### src/rtl/mux_pkg.sv
// Shared definitions for the N-to-1 arbitrated output mux: arbitration mode
// codes and the select-width helper.
package mux_pkg;

  localparam int ARB_RR    = 0;
  localparam int ARB_FIXED = 1;

  // Index width for n channels, never narrower than one bit.
  function automatic int sel_width(input int n);
    return (n <= 2) ? 1 : $clog2(n);
  endfunction

endpackage

### src/rtl/mux_nto1_rr_arbiter.sv
// Combinational arbiter: round-robin from a start pointer, or fixed priority
// (lowest index wins), using a doubled request vector so the wrap needs no special case.
module rr_arbiter
  import mux_pkg::*;
#(
  parameter int NUM_CH   = 4,
  parameter int ARB_MODE = ARB_RR,
  localparam int SEL_W   = sel_width(NUM_CH)
) (
  input  logic [NUM_CH-1:0] i_req,
  input  logic [SEL_W-1:0]  i_ptr,
  output logic [NUM_CH-1:0] o_grant,
  output logic [SEL_W-1:0]  o_idx,
  output logic              o_any
);

  localparam int DW = 2 * NUM_CH;
  localparam int PW = $clog2(DW);

  logic [SEL_W-1:0] w_base;
  logic [DW-1:0]    w_masked;
  logic [PW-1:0]    w_pos;
  logic             w_hit;

  // Drop doubled-request bits below the start position, then take the lowest remaining bit.
  always_comb begin
    w_base   = (ARB_MODE == ARB_FIXED) ? '0 : i_ptr;
    w_masked = {i_req, i_req} & ({DW{1'b1}} << w_base);
    w_hit    = 1'b0;
    w_pos    = '0;
    for (int i = DW - 1; i >= 0; i--) begin
      w_pos = w_masked[i] ? PW'(i) : w_pos;
      w_hit = w_hit | w_masked[i];
    end
  end

  // Fold the upper-copy position back onto a channel index and build the one-hot grant.
  always_comb begin
    o_any   = w_hit;
    o_idx   = SEL_W'((w_pos >= PW'(NUM_CH)) ? (w_pos - PW'(NUM_CH)) : w_pos);
    o_grant = w_hit ? (NUM_CH'(1) << o_idx) : '0;
  end

endmodule

### src/rtl/mux_nto1_rr.sv
// N-channel arbitrated mux with valid/ready on every input and a one-deep
// registered output stage; the round-robin pointer advances only on accepted transfers.
module mux_nto1_rr
  import mux_pkg::*;
#(
  parameter int NUM_CH   = 4,
  parameter int DATA_W   = 8,
  parameter int ARB_MODE = ARB_RR,
  localparam int SEL_W   = sel_width(NUM_CH)
) (
  input  logic                     clk,
  input  logic                     rst_n,
  input  logic [NUM_CH-1:0]        in_valid,
  input  logic [NUM_CH*DATA_W-1:0] in_data,
  output logic [NUM_CH-1:0]        in_ready,
  output logic                     out_valid,
  output logic [DATA_W-1:0]        out_data,
  output logic [SEL_W-1:0]         out_sel,
  input  logic                     out_ready
);

  logic [NUM_CH-1:0] w_grant;
  logic [SEL_W-1:0]  w_idx;
  logic [SEL_W-1:0]  w_ptr_nxt;
  logic              w_any;
  logic              w_load_ok;
  logic              w_accept;
  logic [DATA_W-1:0] w_data;

  logic [SEL_W-1:0]  r_ptr;
  logic              r_out_valid;
  logic [DATA_W-1:0] r_out_data;
  logic [SEL_W-1:0]  r_out_sel;

  rr_arbiter #(
    .NUM_CH   (NUM_CH),
    .ARB_MODE (ARB_MODE)
  ) u_arb (
    .i_req   (in_valid),
    .i_ptr   (r_ptr),
    .o_grant (w_grant),
    .o_idx   (w_idx),
    .o_any   (w_any)
  );

  // Handshake: rst_n gates in_ready so no channel sees an accept while reset is held.
  always_comb begin
    w_load_ok = ~r_out_valid | out_ready;
    w_accept  = w_any & w_load_ok & rst_n;
    in_ready  = w_grant & {NUM_CH{w_load_ok & rst_n}};
    w_ptr_nxt = (w_idx == SEL_W'(NUM_CH - 1)) ? '0 : (w_idx + SEL_W'(1));
  end

  // Select the granted channel's word.
  always_comb begin
    w_data = '0;
    for (int i = 0; i < NUM_CH; i++) begin
      w_data = (w_idx == SEL_W'(i)) ? in_data[i*DATA_W +: DATA_W] : w_data;
    end
  end

  // Output register and arbitration pointer.
  always_ff @(posedge clk or negedge rst_n) begin
    if (!rst_n) begin
      r_out_valid <= 1'b0;
      r_out_data  <= '0;
      r_out_sel   <= '0;
      r_ptr       <= '0;
    end else if (w_accept) begin
      r_out_valid <= 1'b1;
      r_out_data  <= w_data;
      r_out_sel   <= w_idx;
      r_ptr       <= w_ptr_nxt;
    end else if (out_ready) begin
      r_out_valid <= 1'b0;
    end else begin
      r_out_valid <= r_out_valid;
    end
  end

  assign out_valid = r_out_valid;
  assign out_data  = r_out_data;
  assign out_sel   = r_out_sel;

endmodule
### config.mk
export PLATFORM = sky130hd
export DESIGN_NAME = mux_nto1_rr
export DESIGN_NICKNAME = d
export VERILOG_FILES = /design/src/rtl/mux_pkg.sv /design/src/rtl/mux_nto1_rr_arbiter.sv /design/src/rtl/mux_nto1_rr.sv
export SDC_FILE = /design/constraint.sdc
export NUM_CORES = 1
export LEC_CHECK = 0
export ABC_AREA = 1
export CAP_MARGIN = 10
export CORE_UTILIZATION = 55
export CTS_CLUSTER_DIAMETER = 120
export DETAILED_ROUTE_END_ITERATION = 16
export DONT_BUFFER_PORTS = 1
export PLACE_DENSITY = 0.69
export SLEW_MARGIN = 5
export SYNTH_ARGS = -nofsm -noshare
export SYNTH_HDL_FRONTEND = slang
export SYNTH_SLANG_ARGS = --single-unit
### constraint.sdc
create_clock -name clk -period 2 [get_ports clk]
set_input_delay 0.2 -clock clk [delete_from_list [all_inputs] [get_ports clk]]
set_output_delay 0.2 -clock clk [all_outputs]
set_load 0.01 [all_outputs]
==> results.yml <==
run_status:
  violations: "DRC"
  status: "complete, but fails checks"
cells_and_area:
  drive_gt1_share_pct: 12.50
  diodes: 0
  post-route-util_pct: 66.51
  fillCellCount: 156
  area_growth_syn_to_layout_pct: 6.888
  final_cells: 176
  design_area_um2: 1049
  nNetsFinal: 204
routing:
  via_count: 924
  route.detailed.drc: 3
  antenna_left: 0
  met3_wirelength_um: 100
  met1Wirelength_um: 917
  dr.first_iter.drc_count: 19
  top_layer_used: "met4"
  routed_wl_um: 2218
  post_drt_via_cell_ratio: 5.250
  met2WireLength_um: 1158
  wl_per_cell_um: 12.60
  drt_pre_antenna_iters: 10
critical_path:
  arrival_ps: 1700
  critPathKind: "flop to primary output"
  cp_cell_sequence: "nor3_2, nor2_1, nand2_2, inv_1, ha_1, inv_4, nor2_1"
  crit_top_cell: "nor2_1"
  crit_family: "simple AND/OR/NAND/NOR gates"
  ff2ff_setup_slack_ps: 190
  cp_num_buf_inv: 2
  slowest_stage: "dfrtp_1"
  worstRegToRegCells: 11
  worstPathMaxFanout: 17
  cp.required_ps: 1800
  r2r_end: "out_data[3]$_DFFE_PN0P_"
  cpPeakStageDelay_ps: 420
  startpoint_type: "flop"
  endpoint_kind: "primary output"
  r2r-start: "r_ptr[1]$_DFFE_PN0P_"
place:
  hpwl_um: 1665
  dp_slack_ps: 46.28
  dpl.cell_count: 170
  place.gp.congestion: 0.7708
  io_buffers: 0
  dpl-instance-area_um2: 960.9
timing:
  fin_ws_ps: 97.48
  worstMarginPinSlew_ps: 590.4
  worst_clock_skew_ps: 1.307
  holdWs_ps: 64.78
  hold_violations: 0
  fin_setup_tns_ps: 0
  fin_crit_sh_pct: 95.13
  max_freq_mhz: 525.6
  period_minus_slack_ps: 1903
  finalSetupViolCount: 0
  slew_viol_final: 0
  relSlewSlack_pct: 60.51
synthesis:
  synthTopCellsByArea: "dfrtp_1, nand2_1, nor2_1, ha_1, nand3_1"
  netlist_area_um2: 980.9
  netlist_instances: 159
  synth.most_common_cell: "nand2_1"
  synth.distinct_cells: 19
  synth_top_area_cell: "dfrtp_1"
  synth-async-reset-ratio_pct: 100.0
  synth_top_area_share_pct: 33.16
  seq_area_frac_synth_pct: 33.16
  syn-mean-instance-area_um2: 6.169
  ys_seq_elements: 13
  yosys_warnings: 0
  synth_commonest_cells: "nand2_1, nor2_1, dfrtp_1"
  synth_edf_count: 0
  synth_ff_type: "dfrtp_1"
  syn_nets: 202
hold_path:
  holdCritPathClass: "primary input to flop"
  holdCritStartpoint: "in_data[30]"
  whs_path_depth: 2
  holdPathEnd: "out_data[6]$_DFFE_PN0P_"
job:
  maxCapViolCount: 0
global_routing:
  antenna_found_initial: 0
  grt_pass1_vias: 872
  grt_usage_pct: 24.44
  grt_max_degree: 19
  overflow: 0
  grt_pass1_wl_um: 3456
power:
  power_mw: 1.325
  ir_drop_mv: 0.6324
  power_density_nw_per_um2: 1264
  power_leakage_nw: 0.5561
die:
  core-area_um2: 1577
  die_w_um: 44.23
  die_h_um: 44.23
  die_area_um2: 1956
  initial_core_util_pct: 62.22
  row_count: 14
  io_pins: 54
clock_network:
  clkSinkCount: 13
  clockBufferDepth: 2
  cts.clk_slew.worst_paths_ps: 80
  cts-buffers-inserted: 3
  cts_tree: "built"
  htree_levels: 1
  clock_latency_ps: 270
  clock-root-buffer: "clkbuf_4"
==> flip-flops by register name, summed over array words and instances, names as in the netlist <==
| name | cells |
|---|---|
| r_ptr | 2 |
| out_sel | 2 |
| out_valid | 1 |
| out_data | 8 |
==> logic make-up after synthesis <==
logic type | share of synthesized area, %
AND/OR/NAND/NOR | 51.91
buffers and inverters | 7.908
flip-flops | 33.16
adder cells (fa/ha/maj) | 5.102
AO/OA/AOI/OAI | 1.912
==> cell type report <==
cell class	instances	area, um2	share of cell area [%]
well taps	16	20.02	1.909
repair buffers	1	10.01	0.9546
clock buffers	4	26.28	2.506
inverters	10	40.04	3.819
flip-flops and latches	13	325.3	31.03
multi-input cells	132	626.9	59.78
==> worst max path at each step <==
stage | endpoint | cells after the start | slack (ps) | start
2_1_floorplan | out_data[7]$_DFFE_PN0P_ | 13 | 260 | r_ptr[1]$_DFFE_PN0P_
3_3_place_gp | out_data[6]$_DFFE_PN0P_ | 11 | 160 | r_ptr[1]$_DFFE_PN0P_
3_5_place_dp | out_data[0]$_DFFE_PN0P_ | 10 | 50 | r_ptr[1]$_DFFE_PN0P_
4_1_cts | in_ready[1] | 6 | -30 | r_ptr[1]$_DFFE_PN0P_
5_1_grt | in_ready[3] | 9 | -10 | r_ptr[1]$_DFFE_PN0P_
6_report | in_ready[2] | 7 | 100 | r_ptr[1]$_DFFE_PN0P_
==> metal layers <==
metal	vias to the layer above	track usage, %
li1	482	-
met1	398	25.71
met2	38	46.76
met3	6	5.306
met4	0	9.091
met5	-	0
==> report_power, final <==
group	internal, mW	switching, mW
sequential	0.369	0.127
clock	0.0770	0.0841
combinational	0.253	0.416
total	0.698	0.627
==> placed cells by master (no fill, tap or decap) <==
cell / instances
nor3_2: 1
nand2_2: 4
inv_1: 8
nand2_4: 1
nand2_1: 67
clkbuf_1: 1
dfrtp_1: 13
dlygate4sd3_1: 1
ha_1: 1
nor2_4: 2
nand3_1: 9
nand3b_1: 1
o21ai_1: 1
o21ai_0: 1
nor2_2: 3
inv_4: 1
inv_2: 1
a21oi_2: 1
ha_4: 2
clkbuf_4: 3
nor2_1: 37
ha_2: 1
==> timing repair <==
item / CTS / global route
gates cloned: 0 / 1
hold endpoints to repair: 13 / 0
resized for setup: 1 / 11
buffers inserted: 0 / 0
setup endpoints to repair: 2 / 8
pin swaps: 0 / 1
hold buffers: 1 / 0
No activity file was read; power rests on OpenSTA's default activity.
